**config.mk**
```make
export PLATFORM = sky130hd
export DESIGN_NAME = uart_cmd_decoder
export DESIGN_NICKNAME = d
export VERILOG_FILES = /design/src/rtl/uart_cmd_decoder.sv
export SDC_FILE = /design/constraint.sdc
export NUM_CORES = 1
export LEC_CHECK = 0
export CORE_ASPECT_RATIO = 1.5
export CORE_MARGIN = 3
export CORE_UTILIZATION = 40
export DETAILED_ROUTE_END_ITERATION = 16
export GPL_TIMING_DRIVEN = 0
export SYNTH_ARGS = -nofsm -noshare
export SYNTH_HDL_FRONTEND = slang
export SYNTH_SLANG_ARGS = --single-unit
```
**constraint.sdc**
```tcl
create_clock -name clk_i -period 5.9 [get_ports clk_i]
set_clock_uncertainty 0.15 [all_clocks]
set_input_delay 1.475 -clock clk_i [delete_from_list [all_inputs] [get_ports clk_i]]
set_output_delay 1.475 -clock clk_i [all_outputs]
set_load 0.02 [all_outputs]
```
**src/rtl/uart_cmd_decoder.sv**
```systemverilog
// Host-command packet decoder: turns the UART RX byte stream into DATA/CTRL/FREQ/
// PERIOD/REPEAT write strobes with registered payloads, flagging malformed packets.
module uart_cmd_decoder #(
  parameter int          DATA_BIT       = 32,
  parameter int          PACK_NUM       = 4,
  parameter int          OUTPUT_NUM     = 16,
  parameter logic [7:0]  CMD_DATA       = 8'h01,
  parameter logic [7:0]  CMD_CTRL       = 8'h02,
  parameter logic [7:0]  CMD_FREQ       = 8'h03,
  parameter logic [7:0]  CMD_PERIOD     = 8'h04,
  parameter logic [7:0]  CMD_REPEAT     = 8'h05,
  parameter int          TIMEOUT_CYCLES = 200000
) (
  input  logic                          clk_i,
  input  logic                          rst_ni,
  input  logic [7:0]                    data_i,
  input  logic                          rx_done_tick_i,
  output logic                          data_we_o,
  output logic                          ctrl_we_o,
  output logic                          freq_we_o,
  output logic                          period_we_o,
  output logic                          repeat_we_o,
  output logic [$clog2(OUTPUT_NUM)-1:0] channel_o,
  output logic [DATA_BIT-1:0]           data_o,
  output logic [DATA_BIT-1:0]           freq_o,
  output logic                          idle_o,
  output logic [1:0]                    mode_o,
  output logic                          en_o,
  output logic [7:0]                    slow_period_o,
  output logic [7:0]                    fast_period_o,
  output logic [7:0]                    repeat_o,
  output logic                          busy_o,
  output logic                          err_o
);

  localparam int         CHAN_W  = $clog2(OUTPUT_NUM);
  localparam int         CNT_W   = $clog2(PACK_NUM + 1);
  localparam int         TO_W    = $clog2(TIMEOUT_CYCLES + 1);
  localparam logic [8:0] OUT_LIM = 9'(OUTPUT_NUM);

  typedef enum logic [1:0] {S_IDLE, S_CHAN, S_BODY} state_t;
  typedef enum logic [2:0] {K_DATA, K_CTRL, K_FREQ, K_PERIOD, K_REPEAT} kind_t;

  state_t              state, state_d;
  kind_t               kind, kind_cmd;
  logic                hit;
  logic [CHAN_W-1:0]   chan_q;
  logic                chan_bad;
  logic [CNT_W-1:0]    cnt;
  logic [TO_W-1:0]     tcnt;
  logic                timeout;
  logic                commit;
  logic                err_d;
  logic [DATA_BIT-1:0] shadow;
  logic [DATA_BIT-1:0] shadow_nxt;

  function automatic logic [CNT_W-1:0] last_idx(input kind_t k);
    case (k)
      K_DATA, K_FREQ: return CNT_W'(PACK_NUM - 1);
      K_PERIOD:       return CNT_W'(1);
      default:        return '0;
    endcase
  endfunction

  always_comb begin
    hit      = 1'b1;
    kind_cmd = K_DATA;
    if      (data_i == CMD_DATA)   kind_cmd = K_DATA;
    else if (data_i == CMD_CTRL)   kind_cmd = K_CTRL;
    else if (data_i == CMD_FREQ)   kind_cmd = K_FREQ;
    else if (data_i == CMD_PERIOD) kind_cmd = K_PERIOD;
    else if (data_i == CMD_REPEAT) kind_cmd = K_REPEAT;
    else                           hit      = 1'b0;
  end

  // Payload enters at the top byte so the first byte ends up in bits 7:0.
  assign shadow_nxt = {data_i, shadow[DATA_BIT-1:8]};
  assign timeout    = (state != S_IDLE) && !rx_done_tick_i &&
                      (tcnt == TO_W'(TIMEOUT_CYCLES - 1));
  assign busy_o     = (state != S_IDLE);

  always_comb begin
    state_d = state;
    commit  = 1'b0;
    err_d   = 1'b0;
    case (state)
      S_IDLE: begin
        if (rx_done_tick_i) begin
          if (hit) state_d = (kind_cmd == K_FREQ || kind_cmd == K_PERIOD) ? S_BODY : S_CHAN;
          else     err_d   = 1'b1;
        end
      end
      S_CHAN: begin
        if (rx_done_tick_i) begin
          state_d = S_BODY;
        end else if (timeout) begin
          state_d = S_IDLE;
          err_d   = 1'b1;
        end
      end
      S_BODY: begin
        if (rx_done_tick_i) begin
          if (cnt == last_idx(kind)) begin
            state_d = S_IDLE;
            if (chan_bad) err_d  = 1'b1;
            else          commit = 1'b1;
          end
        end else if (timeout) begin
          state_d = S_IDLE;
          err_d   = 1'b1;
        end
      end
      default: state_d = S_IDLE;
    endcase
  end

  always_ff @(posedge clk_i) begin
    if (state == S_BODY && rx_done_tick_i) shadow <= shadow_nxt;
  end

  always_ff @(posedge clk_i or negedge rst_ni) begin
    if (!rst_ni) begin
      state         <= S_IDLE;
      kind          <= K_DATA;
      chan_q        <= '0;
      chan_bad      <= 1'b0;
      cnt           <= '0;
      tcnt          <= '0;
      data_we_o     <= 1'b0;
      ctrl_we_o     <= 1'b0;
      freq_we_o     <= 1'b0;
      period_we_o   <= 1'b0;
      repeat_we_o   <= 1'b0;
      err_o         <= 1'b0;
      channel_o     <= '0;
      data_o        <= '0;
      freq_o        <= '0;
      idle_o        <= 1'b0;
      mode_o        <= 2'b00;
      en_o          <= 1'b0;
      slow_period_o <= '0;
      fast_period_o <= '0;
      repeat_o      <= '0;
    end else begin
      state <= state_d;
      if (state == S_IDLE && rx_done_tick_i && hit) begin
        kind     <= kind_cmd;
        chan_bad <= 1'b0;
      end
      if (state == S_CHAN && rx_done_tick_i) begin
        chan_q   <= data_i[CHAN_W-1:0];
        chan_bad <= ({1'b0, data_i} >= OUT_LIM);
      end
      if (state != S_BODY)     cnt <= '0;
      else if (rx_done_tick_i) cnt <= cnt + 1'b1;
      if (rx_done_tick_i || state == S_IDLE || timeout) tcnt <= '0;
      else                                              tcnt <= tcnt + 1'b1;

      data_we_o   <= commit && (kind == K_DATA);
      ctrl_we_o   <= commit && (kind == K_CTRL);
      freq_we_o   <= commit && (kind == K_FREQ);
      period_we_o <= commit && (kind == K_PERIOD);
      repeat_we_o <= commit && (kind == K_REPEAT);
      err_o       <= err_d;

      if (commit) begin
        case (kind)
          K_DATA: begin
            data_o    <= shadow_nxt;
            channel_o <= chan_q;
          end
          K_CTRL: begin
            idle_o    <= data_i[3];
            mode_o    <= data_i[2:1];
            en_o      <= data_i[0];
            channel_o <= chan_q;
          end
          K_FREQ: freq_o <= shadow_nxt;
          K_PERIOD: begin
            slow_period_o <= shadow_nxt[DATA_BIT-9 -: 8];
            fast_period_o <= shadow_nxt[DATA_BIT-1 -: 8];
          end
          K_REPEAT: begin
            repeat_o  <= data_i;
            channel_o <= chan_q;
          end
          default: ;
        endcase
      end
    end
  end

endmodule

```
# Yosys cells after proc, flatten, opt, wreduce, memory -nomap -nowiden
# Cells that the tools add are included.
# totals
reg_bits,165
inputBits,11
elab_cells,111
# op_classes
addsub,2
eq_ne,19
n_mux,38
n_reduce_logical,29
order_cmp,1
# ops
cell,n
$mux 3,9
$add 18x1->18 const B,1
$eq 18x18->1 const B,1
$mux 1,18
$mux 18,1
$eq 8x2->1 const B,2
$eq 8x3->1 const B,2
$mux 2,7
$eq 3x2->1 const B,4
$reduce_and 2->1,6
$logic_and 1x1->1,11
$eq 8x1->1 const B,1
$ge 8x5->1 const B,1
$ne 2x2->1 const B,3
$pmux 2 s3,1
$reduce_bool 2->1,3
$pmux 2 s2,1
$add 3x1->3 const B,1
$eq 3x1->1 const B,1
$eq 3x3->1,1
$eq 3x3->1 const B,1
$logic_not 3->1,1
$logic_or 1x1->1,3
$ne 3x3->1 const B,1
other kinds (8),8

# Depth between registers and ports, before layout
# depth
ltp_word,12
depth_mapped,7
ltp_nobuf,4

# Worst setup path before layout
# OpenSTA, ideal clock, no wires.
# synth_path
path_type,in2reg
start,in rx_done_tick_i
end,reg shadow[10] (enable)
arrival_ns,2.862
path_stages,3
setup_ns,0.405
slack_ns,2.484
cell_sequence,buf_2 > inv_1 > nor2_1
# synth_between
elab_chain_cells,1
# synth_lines
item,line,text
"start, declared",17,"input logic rx_done_tick_i,"
$logic_and 1x1->1,118,if (state == S_BODY && rx_done_tick_i) shadow <= shadow_nxt;
"end signal, assigned",118,
"end, declared",54,logic [DATA_BIT-1:0] shadow;
# No other way between the ends.
# A chain may end at the register's enable or synchronous reset.

# Worst setup path after layout
# layout_path
start,reg state[0]
end,out busy_o
# layout_between
elab_chain_cells,1
# layout_lines
item,line,text
"start, declared",44,"state_t state, state_d;"
"start signal, assigned",145,state <= state_d;
$reduce_bool 2->1,80,assign busy_o = (state != S_IDLE);
"end, declared",32,"output logic busy_o,"
# No other way between the ends.

==> out/summary.txt <==
status: complete, no violations
CTS root buf: clkbuf_16
top post-synthesis cells by area: dfrtp_1 (54%), mux2_2 (18%), edfxtp_1 (12%)
# Post-CTS Setup Buffers: 0
CTS buffer count: 17
# setup viols final: 0
Die Span Y: 159 µm
global-route wire length before repair: 21.5 mm
Fill cells: 1307
clk buf depth: 2
Cell Rows: 55
clk_lat worst skew: 410 ps
number of stages on the worst setup path: 4
Slew HR: 0.520
final period utilization: 0.612
PD cells: 300 nW/µm²
initial core utilization: 0.410
largest area contributor in the netlist: dfrtp_1
Reg2Reg Depth: 5
Seq/Total Area, Yosys: 0.652
ratio of cells with drive above 1 in the final layout: 0.260
routed len/inst: 17.3 µm
hold crit path type: reg2reg
DRC errors left: 0
slew of the pin with the lowest slew margin: 713 ps
CP endpoint kind: primary output
placed cells: 741
RSZ-0062 raised after global routing: no
CTS Hold Bufs: 0
vias per inst: 5.05
DP Wirelength: 9.69 mm
share of synthesized flip-flops with an asynchronous set or reset: 0.847
Fmax achieved: 277 MHz
largest net degree at the start of global routing: 81
Ports: 114
Power Total: 2.46 mW
gpl congestion: 0.721
crit-path max FO: 10
CP Buf/Inv Count: 3
Mapped Nets: 441
Finished Layout Cells: 774
Total GRT Usage: 0.165
Design Area, Final: 8200 µm²
crit path time final: 3610 ps
ANT nets after route: 0
Synth-to-Final Area Change: 32.1%
Core Region: 15100 µm²
CP Launch Type: flip-flop
Largest delay share family, worst path: buffers and inverters
CTS resizes: 0
CTS tree: done
Peak VDD IR: 0.240 mV
Netlist cell types: 47
vias in the first global route: 4076
Synth Flop Type: dfrtp_1
Via Count: 3909
maxcap violations: 0
WHS Path Cells: 1
1st-iter DRT viols: 125
Port Buffers: 112
grt total ovfl: 0
leakage power: 3.69 nW
Final Max Tran Viols: 0
area share of the largest cell type after synthesis: 0.536
Worst EP required: 4280 ps
syn_area_per_cell: 14.5 µm²
Post-Synthesis Cell Area: 6210 µm²
final WL: 13.4 mm
Nets: 574
Post-synth EDFFs: 24
drt first pass iters: 4
final hold vios: 0
initial antenna violation count: 1
Seq cells post-synth: 157
max incr delay on CP: 630 ps
critical path type: reg2out
CTS clk-pin slew, worst paths: 60 ps
Slowest cell on crit path: clkdlybuf4s50_1
CP cell instances: clkbuf_1, nor2_1, inv_1, clkdlybuf4s50_1
Critical Path AT: 1980 ps
placed inst area: 7620 µm²
hold_ws: 303 ps
Ys Warns: 0
H-tree depth: 4
die area: 17100 µm²
Sink Count: 157
Cells after Synth: 428
Die Width: 108 µm
## through the flow
step	utilization	setup slack, ps	setup TNS, ps
6_report	0.541	2290	0
5_1_grt	0.541	2150	0
4_1_cts	0.541	2260	0
3_5_place_dp	0.504	1980	0
3_3_place_gp	0.500	-2090	-276810
2_1_floorplan	-	2480	0
## worst reg2reg max path, cell delays in order (launching register included)
cell and delay, ps:
dfrtp_1 450, nand2b_1 220, nor3_1 290, nand4_1 480
clkbuf_1 420, mux2_2 360
## synthesized netlist by cell type (8+ instances only)
library cell	number
inv_1	11
nor2_1	23
edfxtp_1	24
nand2_1	9
mux2_2	100
xor2_1	11
a21oi_1	9
dfrtp_1	133
nand4_1	8
clkbuf_1	13
nand3_1	8
## cell families after synthesis
kind of cell	after synthesis	synth area share
and+or+nand+nor	87	0.0790
buffers and inverters	32	0.0220
adders and majority gates	2	0.00403
xor gates and xnor gates	13	0.0183
DFF	157	0.652
muxes	101	0.183
AOI/OAI and AO/OA	36	0.0413
## layer usage
| layer | wire (µm) | track usage |
|---|---|---|
| met1 | 5380 | 0.194 |
| met2 | 7010 | 0.284 |
| met3 | 598 | 0.0458 |
| met4 | 424 | 0.0668 |
| met5 | 0 | 0 |
## report_power, final
part | total [mW] | switching, mW | internal, mW
logic | 0.230 | 0.118 | 0.112
clock network | 1.05 | 0.485 | 0.565
registers | 1.18 | 0.0309 | 1.15
total | 2.46 | 0.633 | 1.82
## registers in the layout, summed over array words and instances (netlist names), 2 cells and up
name	flops
tcnt	18
cnt	3
data_o	32
channel_o	4
state	2
repeat_o	8
chan_q	4
freq_o	32
shadow	24
mode_o	2
slow_period_o	8
fast_period_o	8
kind	3
## cell usage in the layout, fill, tap and decap left out, types with 9 or more instances in the layout
master	synthesis	routed
clkbuf_16	0	17
clkdlybuf4s50_1	0	111
nor2_1	23	22
clkbuf_1	13	14
xor2_1	11	11
edfxtp_1	24	24
a21oi_1	9	9
nand2_1	9	9
inv_1	11	11
dfrtp_1	133	133
mux2_2	100	100
## final cells by class
class	instances	area, µm²	share of cell area
Clock buffer	18	429	0.0524
Inverter	11	41.3	0.00504
Timing Repair Buffer	114	1160	0.142
Buffer	21	95.1	0.0116
Tap cell	199	249	0.0304
Multi-Input combinational cell	239	2020	0.247
Sequential cell	157	4050	0.494
Antenna cell	1	2.50	0.000305
Clock inverter	14	143	0.0174
## final timing paths
kind	from	endpoint	slack, ps
setup reg to reg	state[1]	slow_period_o[2]	3420
max in group asynchronous	rst_ni	chan_q[1]	4000
hold / removal	tcnt[0]	tcnt[0]	300
min in group asynchronous	rst_ni	freq_o[7]	850
hold reg to reg	tcnt[0]	tcnt[0]	300
setup / recovery	state[0]	busy_o	2290
Power figures use the tool's default switching activity.
